--- src/rtl/lif_neuron_array.sv ---
// -----------------------------------------------------------------------------
// lif_neuron_array
//
// Time-multiplexed leaky integrate-and-fire engine. NUM_NEURONS membrane
// voltages and last-update timestamps live in internal registers. One
// addressed synaptic event is accepted per cycle into stage S1. During the
// following cycle S1 reads the addressed neuron, applies leak, integrates the
// signed synaptic weight and decides whether to fire. At the next edge the
// state is written back and a firing neuron loads the spike output register.
//
// Optional feature (macro LIF_REFRACTORY_EN): each neuron also keeps a
// refractory counter that blocks integration and firing after a spike.
//
// Ports:
//   clk_i, rst_i          clock, synchronous active-high reset
//   clear_i               one-cycle pulse, wipes every neuron state to 0
//   rest_v_i, thr_v_i,
//   reset_v_i, leak_v_i   shared neuron configuration, used while in S1
//   refr_period_i         refractory reload value (optional feature only)
//   evt_*                 input event stream (valid/ready), op/addr/weight/
//                         scale/inhibitory flag/timestamp
//   spk_*                 output spike stream (valid/ready), addr/timestamp
// -----------------------------------------------------------------------------
module lif_neuron_array #(
    parameter int NUM_NEURONS      = 16,
    parameter int VOLTAGE_WIDTH    = 8,
    parameter int TIME_WIDTH       = 8,
    parameter int SYN_WEIGHT_WIDTH = 4,
    parameter int REFR_WIDTH       = 4,
    localparam int ADDR_WIDTH      = $clog2(NUM_NEURONS)
) (
    input  logic                        clk_i,
    input  logic                        rst_i,
    input  logic                        clear_i,
    input  logic [VOLTAGE_WIDTH-1:0]    rest_v_i,
    input  logic [VOLTAGE_WIDTH-1:0]    thr_v_i,
    input  logic [VOLTAGE_WIDTH-1:0]    reset_v_i,
    input  logic [VOLTAGE_WIDTH-1:0]    leak_v_i,
    input  logic [REFR_WIDTH-1:0]       refr_period_i,
    input  logic                        evt_valid_i,
    output logic                        evt_ready_o,
    input  logic [1:0]                  evt_op_i,
    input  logic [ADDR_WIDTH-1:0]       evt_addr_i,
    input  logic [SYN_WEIGHT_WIDTH-1:0] evt_weight_i,
    input  logic [SYN_WEIGHT_WIDTH-1:0] evt_scale_i,
    input  logic                        evt_inh_i,
    input  logic [TIME_WIDTH-1:0]       evt_time_i,
    output logic                        spk_valid_o,
    input  logic                        spk_ready_i,
    output logic [ADDR_WIDTH-1:0]       spk_addr_o,
    output logic [TIME_WIDTH-1:0]       spk_time_o
);

    localparam logic [1:0] OP_IDLE  = 2'b00;
    localparam logic [1:0] OP_SPIKE = 2'b01;
    localparam logic [1:0] OP_INTEG = 2'b10;
    localparam logic [1:0] OP_RST   = 2'b11;

    // Width that holds weight << scale for any scale, and at least one bit
    // more than the voltage so the overflow slice below is never empty.
    localparam int SHIFT_RAW   = SYN_WEIGHT_WIDTH + (1 << SYN_WEIGHT_WIDTH) - 1;
    localparam int SHIFT_WIDTH = (SHIFT_RAW > VOLTAGE_WIDTH) ? SHIFT_RAW : VOLTAGE_WIDTH + 1;
    localparam int PROD_WIDTH  = VOLTAGE_WIDTH + TIME_WIDTH;

    // Neuron state
    logic [VOLTAGE_WIDTH-1:0]    r_v  [NUM_NEURONS];
    logic [TIME_WIDTH-1:0]       r_ts [NUM_NEURONS];
`ifdef LIF_REFRACTORY_EN
    localparam int CMP_WIDTH = (TIME_WIDTH > REFR_WIDTH) ? TIME_WIDTH : REFR_WIDTH;
    logic [REFR_WIDTH-1:0]       r_refr [NUM_NEURONS];
    logic [REFR_WIDTH-1:0]       w_refr_cur;
    logic [REFR_WIDTH-1:0]       w_refr_dec;
    logic [REFR_WIDTH-1:0]       w_refr_wr;
`else
    logic                        w_unused_refr;
`endif

    // S1 stage registers
    logic                        r_s1_valid;
    logic [1:0]                  r_s1_op;
    logic [ADDR_WIDTH-1:0]       r_s1_addr;
    logic [SYN_WEIGHT_WIDTH-1:0] r_s1_weight;
    logic [SYN_WEIGHT_WIDTH-1:0] r_s1_scale;
    logic                        r_s1_inh;
    logic [TIME_WIDTH-1:0]       r_s1_time;

    // Spike output registers
    logic                        r_spk_valid;
    logic [ADDR_WIDTH-1:0]       r_spk_addr;
    logic [TIME_WIDTH-1:0]       r_spk_time;

    // Handshake and datapath wires
    logic                        w_s1_adv;
    logic                        w_s1_go;
    logic                        w_accept;
    logic [VOLTAGE_WIDTH-1:0]    w_v_cur;
    logic [TIME_WIDTH-1:0]       w_ts_cur;
    logic [TIME_WIDTH-1:0]       w_dt;
    logic [PROD_WIDTH-1:0]       w_leak_prod;
    logic [VOLTAGE_WIDTH-1:0]    w_leak_amt;
    logic [VOLTAGE_WIDTH-1:0]    w_v_leak;
    logic [SHIFT_WIDTH-1:0]      w_syn_wide;
    logic [VOLTAGE_WIDTH-1:0]    w_syn;
    logic [VOLTAGE_WIDTH:0]      w_sum;
    logic [VOLTAGE_WIDTH-1:0]    w_v_new;
    logic                        w_gated;
    logic                        w_fire;
    logic                        w_wr_en;
    logic [VOLTAGE_WIDTH-1:0]    w_v_wr;
    logic [TIME_WIDTH-1:0]       w_ts_wr;

    // S1 may only retire when the spike register can take a new spike.
    assign w_s1_adv    = ~r_spk_valid | spk_ready_i;
    assign w_s1_go     = r_s1_valid & w_s1_adv;
    assign evt_ready_o = ~r_s1_valid | w_s1_adv;
    assign w_accept    = evt_valid_i & evt_ready_o;

    assign spk_valid_o = r_spk_valid;
    assign spk_addr_o  = r_spk_addr;
    assign spk_time_o  = r_spk_time;

`ifndef LIF_REFRACTORY_EN
    assign w_unused_refr = ^refr_period_i;
`endif

    // Leak / integrate / fire datapath for the neuron addressed by S1
    always_comb begin
        w_v_cur     = r_v[r_s1_addr];
        w_ts_cur    = r_ts[r_s1_addr];
        w_dt        = r_s1_time - w_ts_cur;
        w_leak_prod = PROD_WIDTH'(leak_v_i) * PROD_WIDTH'(w_dt);
        w_leak_amt  = (|w_leak_prod[PROD_WIDTH-1:VOLTAGE_WIDTH]) ? {VOLTAGE_WIDTH{1'b1}}
                                                                 : w_leak_prod[VOLTAGE_WIDTH-1:0];
        w_gated     = 1'b0;

        // Leak towards rest without overshooting it
        if (w_v_cur > rest_v_i) begin
            if ((w_v_cur - rest_v_i) <= w_leak_amt) begin
                w_v_leak = rest_v_i;
            end else begin
                w_v_leak = w_v_cur - w_leak_amt;
            end
        end else if (w_v_cur < rest_v_i) begin
            if ((rest_v_i - w_v_cur) <= w_leak_amt) begin
                w_v_leak = rest_v_i;
            end else begin
                w_v_leak = w_v_cur + w_leak_amt;
            end
        end else begin
            w_v_leak = w_v_cur;
        end

`ifdef LIF_REFRACTORY_EN
        // Gating uses the counter after elapsed time has been taken off
        w_refr_cur = r_refr[r_s1_addr];
        if (CMP_WIDTH'(w_dt) >= CMP_WIDTH'(w_refr_cur)) begin
            w_refr_dec = {REFR_WIDTH{1'b0}};
        end else begin
            w_refr_dec = w_refr_cur - REFR_WIDTH'(w_dt);
        end
        w_gated = (w_refr_dec != {REFR_WIDTH{1'b0}});
`endif

        w_syn_wide = SHIFT_WIDTH'(r_s1_weight) << r_s1_scale;
        if (w_gated) begin
            w_syn = {VOLTAGE_WIDTH{1'b0}};
        end else if (|w_syn_wide[SHIFT_WIDTH-1:VOLTAGE_WIDTH]) begin
            w_syn = {VOLTAGE_WIDTH{1'b1}};
        end else begin
            w_syn = w_syn_wide[VOLTAGE_WIDTH-1:0];
        end

        w_sum = {1'b0, w_v_leak} + {1'b0, w_syn};
        if (r_s1_inh) begin
            if (w_syn > w_v_leak) begin
                w_v_new = {VOLTAGE_WIDTH{1'b0}};
            end else begin
                w_v_new = w_v_leak - w_syn;
            end
        end else if (w_sum[VOLTAGE_WIDTH]) begin
            w_v_new = {VOLTAGE_WIDTH{1'b1}};
        end else begin
            w_v_new = w_sum[VOLTAGE_WIDTH-1:0];
        end

        w_fire  = 1'b0;
        w_wr_en = 1'b0;
        w_v_wr  = w_v_cur;
        w_ts_wr = w_ts_cur;
        case (r_s1_op)
            OP_SPIKE: begin
                w_fire  = (w_v_new > thr_v_i) & ~w_gated;
                w_wr_en = 1'b1;
                w_v_wr  = w_fire ? reset_v_i : w_v_new;
                w_ts_wr = r_s1_time;
            end
            OP_INTEG: begin
                w_wr_en = 1'b1;
                w_v_wr  = w_v_new;
                w_ts_wr = r_s1_time;
            end
            OP_RST: begin
                w_wr_en = 1'b1;
                w_v_wr  = reset_v_i;
                w_ts_wr = {TIME_WIDTH{1'b0}};
            end
            OP_IDLE: begin
                w_wr_en = 1'b0;
            end
            default: begin
                w_wr_en = 1'b0;
            end
        endcase

`ifdef LIF_REFRACTORY_EN
        if (r_s1_op == OP_RST) begin
            w_refr_wr = {REFR_WIDTH{1'b0}};
        end else if (w_fire) begin
            w_refr_wr = refr_period_i;
        end else begin
            w_refr_wr = w_refr_dec;
        end
`endif
    end

    // Neuron state array: reset, bulk clear (wins over write-back), write-back
    always_ff @(posedge clk_i) begin
        if (rst_i || clear_i) begin
            for (int i = 0; i < NUM_NEURONS; i++) begin
                r_v[i]    <= {VOLTAGE_WIDTH{1'b0}};
                r_ts[i]   <= {TIME_WIDTH{1'b0}};
`ifdef LIF_REFRACTORY_EN
                r_refr[i] <= {REFR_WIDTH{1'b0}};
`endif
            end
        end else if (w_s1_go && w_wr_en) begin
            r_v[r_s1_addr]    <= w_v_wr;
            r_ts[r_s1_addr]   <= w_ts_wr;
`ifdef LIF_REFRACTORY_EN
            r_refr[r_s1_addr] <= w_refr_wr;
`endif
        end
    end

    // S1 stage: load on accept, empty when it retires without a successor
    always_ff @(posedge clk_i) begin
        if (rst_i) begin
            r_s1_valid  <= 1'b0;
            r_s1_op     <= OP_IDLE;
            r_s1_addr   <= {ADDR_WIDTH{1'b0}};
            r_s1_weight <= {SYN_WEIGHT_WIDTH{1'b0}};
            r_s1_scale  <= {SYN_WEIGHT_WIDTH{1'b0}};
            r_s1_inh    <= 1'b0;
            r_s1_time   <= {TIME_WIDTH{1'b0}};
        end else if (w_accept) begin
            r_s1_valid  <= 1'b1;
            r_s1_op     <= evt_op_i;
            r_s1_addr   <= evt_addr_i;
            r_s1_weight <= evt_weight_i;
            r_s1_scale  <= evt_scale_i;
            r_s1_inh    <= evt_inh_i;
            r_s1_time   <= evt_time_i;
        end else if (w_s1_adv) begin
            r_s1_valid  <= 1'b0;
        end
    end

    // Spike register: reload on fire, otherwise drop after a handshake
    always_ff @(posedge clk_i) begin
        if (rst_i) begin
            r_spk_valid <= 1'b0;
            r_spk_addr  <= {ADDR_WIDTH{1'b0}};
            r_spk_time  <= {TIME_WIDTH{1'b0}};
        end else if (w_s1_go && w_fire) begin
            r_spk_valid <= 1'b1;
            r_spk_addr  <= r_s1_addr;
            r_spk_time  <= r_s1_time;
        end else if (spk_ready_i) begin
            r_spk_valid <= 1'b0;
        end
    end

endmodule

--- config.mk ---
export PLATFORM = sky130hd
export DESIGN_NAME = lif_neuron_array
export DESIGN_NICKNAME = d
export VERILOG_FILES = /design/src/rtl/lif_neuron_array.sv
export SDC_FILE = /design/constraint.sdc
export NUM_CORES = 1
export LEC_CHECK = 0
export CORE_AREA = 5 5 219 221
export DETAILED_ROUTE_END_ITERATION = 16
export DIE_AREA = 0 0 224 226
export GPL_TIMING_DRIVEN = 0
export PLACE_DENSITY = 0.63
export SETUP_SLACK_MARGIN = 0.4
export SYNTH_ARGS = -nofsm -noshare
export SYNTH_HDL_FRONTEND = slang
export SYNTH_SLANG_ARGS = --single-unit
--- constraint.sdc ---
create_clock -name clk_i -period 24.7 [get_ports clk_i]
set_clock_uncertainty 0.1 [all_clocks]
set_input_delay 7.41 -clock clk_i [delete_from_list [all_inputs] [get_ports clk_i]]
set_output_delay 7.41 -clock clk_i [all_outputs]
set_load 0.01 [all_outputs]
# Yosys cells after proc, flatten, opt, wreduce, memory -nomap -nowiden
# Memories as Yosys holds them, arrays and structs flattened. A register that Yosys moved wholly into a read port is not among the register bits.
# Index checks and enable logic that the tools add are counted.
[totals]
reg_bits = 37
ram_bits = 256
in_bits = 64
output_inout_bits = 14
elab_cells = 81
mem_count = 2
[classes]
addsub = 7
n_mul = 1
n_lt_le_gt_ge = 6
eq_ne = 3
shifts = 1
mux = 33
bitwise = 6
n_reduce_logical = 12
[mem_list]
columns = ["memory", "depth", "width", "read_ports", "rd_clocked_by_memory_dff", "wr", "line_no", "rtl"]
rows = [
  ["r_ts", 16, 8, 1, 1, 16, "67", "logic [TIME_WIDTH-1:0] r_ts [NUM_NEURONS];"],
  ["r_v", 16, 8, 1, 1, 16, "66", "logic [VOLTAGE_WIDTH-1:0] r_v [NUM_NEURONS];"],
]
[op_table]
columns = ["op", "n"]
rows = [
  ["two-way mux 8 bit", 12],
  ["subtractor 8 bit", 5],
  ["> comparator 8 bit", 3],
  ["two-way mux 4 bit", 6],
  ["one-hot mux 8 bit (3 select lines)", 1],
  ["OR reduction 8 bit", 3],
  ["left shift 4 x 4 -> 19 bit", 1],
  ["<= comparator 8 bit", 2],
  ["multiplier 8 x 8 -> 16 bit", 1],
  ["one-hot mux 8 bit (2 select lines)", 1],
  ["two-way mux 1 bit", 12],
  ["OR reduction 11 bit", 1],
  ["adder 8 x 8 -> 9 bit", 1],
  ["adder 8 bit", 1],
  ["< comparator 8 bit", 1],
  ["== test 2 bit (second input constant)", 2],
  ["nonzero test 2 bit", 2],
  ["OR reduction 3 bit", 1],
  ["bitwise AND 1 bit", 2],
  ["== test 2 x 1 -> 1 bit (second input constant)", 1],
  ["logical AND 1 bit", 2],
  ["zero test 2 bit", 1],
  ["inverter 1 bit", 2],
  ["OR 1 bit", 2],
  ["3 further kinds", 3],
]

# Depth between registers and ports, before layout
# Gate-level depths: netlist of run 1.
[logic_depth]
ltp_word = 15
depth_mapped = 70
depth_no_buf = 64

# Least setup slack after synthesis of run 1
# Ideal clock, no wire load.
[synth_timing]
kind = "input -> register"
start = "in leak_v_i[5]"
end = "mem r_v[0][7], data pin"
setup_ns = 0.266
arrival_ns = 17.861
t_required_ns = 24.334
slack_ns = 6.473
path_stages = 50
path_buffers = 3
path_cell_list = "and2_1 fa_1 inv_1 fa_1 inv_1 fa_1 inv_1 fa_1 inv_1 ha_1 buf_6 a21o_1 a21o_1 or3_1 a22o_1 a2111o_1 or3_2 nor2_1 [14 not listed] o21bai_1 a21oi_1 o21bai_1 a21o_1 nor2_1 o22ai_1 ha_1 nor2b_1 o21a_1 o21a_1 o21ai_0 a21oi_1 o31ai_1 o21bai_1 a221o_1 o21ai_1 clkbuf_1 nor2_1"
[synth_rtl]
columns = ["item", "line_no", "rtl"]
rows = [
  ["start: declaration", "38", "input logic [VOLTAGE_WIDTH-1:0] leak_v_i,"],
  ["end: declaration", "66", ""],
]

==> results of run 1 <==
## routing by layer
| layer | up-vias | wire (um) | share of wire | global-route usage |
|---|---|---|---|---|
| met5 | - | 13 | 0.00027 | 0 |
| met1 | 6413 | 19500 | 0.40 | 0.243 |
| li1 | 5970 | - | - | - |
| met4 | 2 | 1510 | 0.031 | 0.0573 |
| met2 | 467 | 24200 | 0.50 | 0.336 |
| met3 | 80 | 3520 | 0.072 | 0.0363 |
## synthesized netlist by cell type, drive strengths merged (22+ instances only)
library cell  number
a21o              27
a21oi             90
and2              29
clkbuf            74
dfxtp             41
edfxtp           256
fa                42
ha               114
inv              129
mux2i             22
mux4              79
nand2            119
nor2             321
nor2b             29
o21ai             40
xnor2             32
## tightest hold or removal path, cell delays in order (launching register included)
cell and delay, ns:
dfxtp_1 0.35, nand2_1 0.07, a21oi_1 0.06
## state kept, by name, summed over array words and instances, names as in the netlist, named ones only
register,flops
r_ts,128
r_v,128
r_s1_time,8
spk_time_o,8
r_s1_addr,4
r_s1_scale,4
r_s1_weight,4
spk_addr_o,4
r_s1_op,2
r_s1_inh,1
r_s1_valid,1
spk_valid_o,1
## power groups by stage
stage / Clock, mW / Combinational [mW] / Sequential (mW)
after global placement: 0 / 0.912 / 0.580
final: 0.445 / 0.928 / 0.570
after CTS: 0.449 / 0.928 / 0.570
after global routing: 0.471 / 1.05 / 0.572
after floorplan: 0 / 0.708 / 0.577
after detailed placement: 0 / 0.919 / 0.581
## cell families (layout without fill, tap and decap cells)
group                      count (synthesis)  in the layout
AOI/OAI and AO/OA                        233            233
xor gates and xnor gates                  46             46
muxes                                    108            108
DFF                                      297            297
adders and majority gates                156            156
and+or+nand+nor                          576            576
buffers and inverters                    218            344
## path summary, 6_finish.rpt
check / startpoint / endpoint / slack (ns)
worst min register to register: r_s1_time[1]$_SDFFE_PP0P_ / r_s1_time[1]$_SDFFE_PP0P_ / 0.42
worst min-delay path: r_s1_time[1]$_SDFFE_PP0P_ / r_s1_time[1]$_SDFFE_PP0P_ / 0.42
worst max-delay path: leak_v_i[5] / r_v[14][7]$_SDFFCE_PN0P_ / 3.95
worst max register to register: register / r_v[14][7]$_SDFFCE_PN0P_ / 6.16
## through the flow
stage / util / total power, mW / std cells
finish: 0.447 / 1.94 / 2367
global route: 0.447 / 2.10 / 2367
CTS: 0.447 / 1.95 / 2367
floorplan: - / 1.29 / 1634
global placement: 0.426 / 1.49 / 2314
detailed placement: 0.426 / 1.50 / 2314
## area by class of cell
cell class | count | area, um2
inverter | 129 | 484
timing repair buffer | 73 | 731
sequential | 297 | 8510
tap | 607 | 759
clock buffer | 41 | 811
buffer | 89 | 360
clock inverter | 12 | 133
multi-input combinational | 1119 | 8740
fill | 4238 | 25400
==> key figures, run 1 <==
Run status
  • Status: completed

Synth
  • Synth cell types: 66
  • Seq/Total Area, Yosys: 0.470
  • Largest family of logic cells by synthesized area: simple AND/OR/NAND/NOR gates
  • Synth warnings: 0
  • Mapped Area: 18,100 um2
  • Avg Inst Size Synth: 11.1 um2
  • Flops & latches, synth: 297
  • Mux contribution to synthesized area: 0.115
  • Syn_nets: 1,854
  • Syn Inst Count: 1,634
  • Top cell type's share of synthesized area: 0.425
  • Post-synth ARST share: 0
  • Number of synthesized flops with an enable pin: 256
  • Synth Area in XOR/XNOR: 0.0223
  • Top cell type by total area after synthesis: edfxtp_1
  • Synth Area in Simple Gates: 0.139
  • Synth Area in Compound Gates: 0.0813
  • Top_reg_cell synth: edfxtp_1
  • Synth top area cells: edfxtp_1 42%, mux4_2 9.8%, ha_1 7.9%
  • Synthesized-area fraction occupied by adder cells: 0.125

Cells and area
  • Most common cell after layout, fill and taps aside: nor2_1
  • Post-route cell area: 20,500 um2
  • Synth-to-layout area growth: 13.5%
  • Nets: 1,958
  • Commonest non-fill, non-tap cells in the layout: 321 x nor2_1, 256 x edfxtp_1, 129 x inv_1, 119 x nand2_1, 114 x ha_1
  • Inserted Diodes: 0
  • Layout cells sized above 1: 0.0807

Worst setup path
  • Worst r2r path cells: 64
  • CP startpoint kind: input pin
  • CP required: 24.87 ns
  • CP most frequent cell: fa_1
  • CP Capture Type: register
  • WS Path Type: in -> reg
  • Worst path buffer plus inverter count: 8
  • Levels on crit path: 51
  • CP max-delay cell: o31ai_1
  • CP max FO: 10
  • Worst Path Arrival: 20.93 ns
  • Worst stage delay on the critical path: 0.68 ns
  • Crit path max-delay family: compound AO/OA/AOI/OAI gates

Floorplanning
  • Die Footprint: 50,600 um2
  • Die extent in y: 226 um
  • DIE WIDTH: 224 um
  • Starting Density: 0.394
  • Row count: 79
  • Core Area: 46,000 um2
  • IO Count: 78

Clocking
  • Clock Pin Slew Worst Setup and Hold Paths: 0.06 ns
  • Setup repair bufs after CTS: 0
  • Worst skew pair latency: 0.55 ns
  • H-tree depth: 1
  • Hold buffer count at cts: 0
  • Max clock buf depth: 3
  • # clock sinks: 297
  • CTS tree: built
  • Root Driver: clkbuf_16
  • Total CTS buffers: 29
  • Resized cells post-CTS: 0

Global routing
  • GRT Overall Usage: 0.192
  • Initial antenna violation count: 1
  • Largest net degree at the start of global routing: 17
  • Remaining Overflow, GRT: 0
  • Vias in the first global route: 13,261
  • First-pass GRT wire length: 76,300 um

Drt
  • DRT Pass-1 Iters: 5
  • DRC viols: 0
  • Vias: 12,932
  • Mean routed wirelength per cell: 20.6 um
  • Initial DRC count: 1,082
  • Post-DR vias/cell: 5.46
  • ANT nets after route: 0
  • WL final: 48,700 um

Timing
  • Final setup vio count: 0
  • RSZ-0062 raised after global routing: false
  • Final period util: 0.840
  • Final TNS setup: 0 ns
  • Setup slack after layout: 3.95 ns
  • Max-slew violation count: 0
  • Worst-Margin Slew: 1.20 ns
  • Final hold vios: 0
  • Fmax: 48.2 MHz
  • Hold WS: 0.418 ns
  • Slew Limit Headroom: 0.197
  • Min Tclk post-route: 20.75 ns

Placed design
  • Post-DP Area: 19,600 um2
  • Final HPWL DP: 37,400 um
  • Routability cong.: 0.881
  • Setup WS pre-CTS: 3.45 ns
  • # port buffers: 73

Worst hold path
  • Type of the worst min-delay path: reg -> reg
  • Hold Path Cell Cnt: 2

Power
  • Comb pwr share: 0.478
  • Clock network power share: 0.229
  • Leakage: 8.17 nW
  • Max VDD drop: 103 uV
  • Sw Share: 0.380
  • Seq pwr share: 0.293
  • Internal power: 1.21 mW
  • PD cells: 94.7 nW/um2
  • Switching pwr: 0.738 mW

Flow run
  • Max Cap Viol: 0
Power figures use the tool's default switching activity.
==> run 2, diff against run 1 <==
PLACE_DENSITY = 0.65   (was 0.63)
clock period = 18.9 ns   (was 24.7 ns; I/O delays follow)
==> key figures, run 2 (synthesized netlist as in run 1, its figures left out) <==
Run status
  • Status: completed

Worst setup path
  • WS Path Type: in -> reg
  • CP required: 19.07 ns
  • Worst stage delay on the critical path: 0.60 ns
  • CP Capture Type: register
  • CP most frequent cell: a21o_1
  • Worst Path Arrival: 17.91 ns
  • Reg2Reg Setup Slack: 1.99 ns
  • Critical Path Start: leak_v_i[4]
  • CP max-delay cell: clkdlybuf4s50_1
  • CP startpoint kind: input pin
  • Reg2reg end: r_v[0][1]$_SDFFCE_PN0P_
  • CP max FO: 10
  • Worst r2r path cells: 65

Drt
  • WL final: 46,800 um
  • ANT nets after route: 0
  • Top sig layer: met4
  • Vias: 12,808
  • Mean routed wirelength per cell: 19.8 um
  • DRC viols: 0
  • Post-DR vias/cell: 5.41
  • Initial DRC count: 1,228
  • Met3 WL post-DR: 2840 um
  • DRT Pass-1 Iters: 5
  • Wl on met1: 19,000 um
  • Routed wl met2: 24,000 um

Timing
  • Setup slack after layout: 1.16 ns
  • Fmax: 56.4 MHz
  • Worst-Margin Slew: 1.16 ns
  • Final setup vio count: 0
  • Final hold vios: 0
  • Final period util: 0.939
  • Slew Limit Headroom: 0.228
  • Max-slew violation count: 0
  • RSZ-0062 raised after global routing: false
  • Hold WS: 0.408 ns
  • Min Tclk post-route: 17.74 ns

Global routing
  • GRT Overall Usage: 0.183
  • Remaining Overflow, GRT: 0
  • Largest net degree at the start of global routing: 17
  • Initial antenna violation count: 0
  • First-pass GRT wire length: 73,300 um
  • Vias in the first global route: 13,133

Clocking
  • CTS tree: built
  • Hold buffer count at cts: 0
  • Root Driver: clkbuf_16
  • Max clock buf depth: 3
  • Total CTS buffers: 29
  • H-tree depth: 1
  • Clock Pin Slew Worst Setup and Hold Paths: 0.07 ns
  • Worst skew pair latency: 0.55 ns
  • # clock sinks: 297

Cells and area
  • Inserted Diodes: 0
  • Commonest non-fill, non-tap cells in the layout: 318 x nor2_1, 256 x edfxtp_1, 129 x inv_1, 119 x nand2_1, 114 x ha_1
  • Finished Layout Cells: 2,367
  • Nets: 1,959
  • Biggest regs: r_ts: 128 flops, r_v: 128 flops
  • Post-route cell area: 20,600 um2
  • Layout cells sized above 1: 0.100
  • Most common cell after layout, fill and taps aside: nor2_1
  • Layout fillers: 4,184
  • Synth-to-layout area growth: 13.8%

Floorplanning
  • Die Footprint: 50,600 um2
  • Row count: 79
  • Starting Density: 0.394
  • IO Count: 78
  • Die extent in y: 226 um
  • DIE WIDTH: 224 um
  • Core Area: 46,000 um2

Worst hold path
  • Hold Path Origin: spk_time_o[1]$_SDFFE_PP0P_
  • Hold path endpoint: spk_time_o[1]$_SDFFE_PP0P_
  • Type of the worst min-delay path: reg -> reg
  • Hold Path Cell Cnt: 2

Placed design
  • Final HPWL DP: 36,900 um
  • Routability cong.: 0.878
  • Cells after DPL: 2,314
  • # port buffers: 73
  • Post-DP Area: 19,600 um2
  • Setup WS pre-CTS: -0.618 ns

Power
  • Leakage: 8.22 nW
  • Total Power: 2.53 mW
  • Max VDD drop: 127 uV
  • PD cells: 123 nW/um2

Flow run
  • Max Cap Viol: 0
==> run 2: cell types whose count changed in the layout (fill, tap and decap cells not counted), sizes merged <==
cell,delta
buf,+2
bufinv,-1
clkbuf,-9
clkinv,+8
clkinvlp,+2
inv,-2
==> run 2: worst max path at each step <==
| stage | to | slack [ns] | depth (start not counted) |
|---|---|---|---|
| after floorplan | r_v[0][7]$_SDFFCE_PN0P_ | 2.41 | 50 |
| after global placement | r_v[0][7]$_SDFFCE_PN0P_ | -0.54 | 51 |
| after detailed placement | r_v[0][7]$_SDFFCE_PN0P_ | -0.62 | 51 |
| after CTS | r_v[10][2]$_SDFFCE_PN0P_ | 0.40 | 52 |
| after global routing | r_v[2][5]$_SDFFCE_PN0P_ | 0.46 | 51 |
| final | r_v[0][1]$_SDFFCE_PN0P_ | 1.16 | 52 |
==> run 2: routing by layer <==
layer  vias to the layer above  track usage
li1                       5967            -
met1                      6363        0.235
met2                       413        0.331
met3                        65       0.0244
met4                         0       0.0413
met5                         -            0
==> run 2: worst max-delay path: cells and delay by family <==
kind / cells / cell delay [ns]
AND/OR/NAND/NOR: 8 / 1.47
multiplexers: 1 / 0.21
buffers and inverters: 9 / 1.71
adder cells (fa/ha/maj): 8 / 3.36
AO/OA/AOI/OAI: 26 / 5.44
==> run 2: timing repair <==
action	4_1_cts	5_1_grt
endpoints found under the setup margin	94	136
cloned	0	0
resized for setup	6	36
setup buffers	0	1
pin swaps	0	1
==> run 2: layout make-up <==
type	instances	area [um2]	share of cell area
Tap cell	607	759	0.0369
Clock buffer	33	751	0.0365
Multi-Input combinational cell	1119	8820	0.428
Buffer	89	375	0.0182
Inverter	129	484	0.0235
Clock inverter	19	149	0.00723
Sequential cell	297	8510	0.413
Timing Repair Buffer	74	738	0.0359
==> run 2: metrics by stage <==
step                setup TNS [ns]   util
finish                           0  0.448
global route                     0  0.448
CTS                              0  0.446
detailed placement          -45.82  0.426
global placement            -38.16  0.426
floorplan                        0      -
==> run 2: power breakdown <==
| part | leakage [nW] | internal, mW | switching (mW) |
|---|---|---|---|
| clock network | 0.446 | 0.311 | 0.244 |
| logic | 4.58 | 0.508 | 0.717 |
| registers | 3.19 | 0.736 | 0.00968 |
| total | 8.22 | 1.56 | 0.971 |
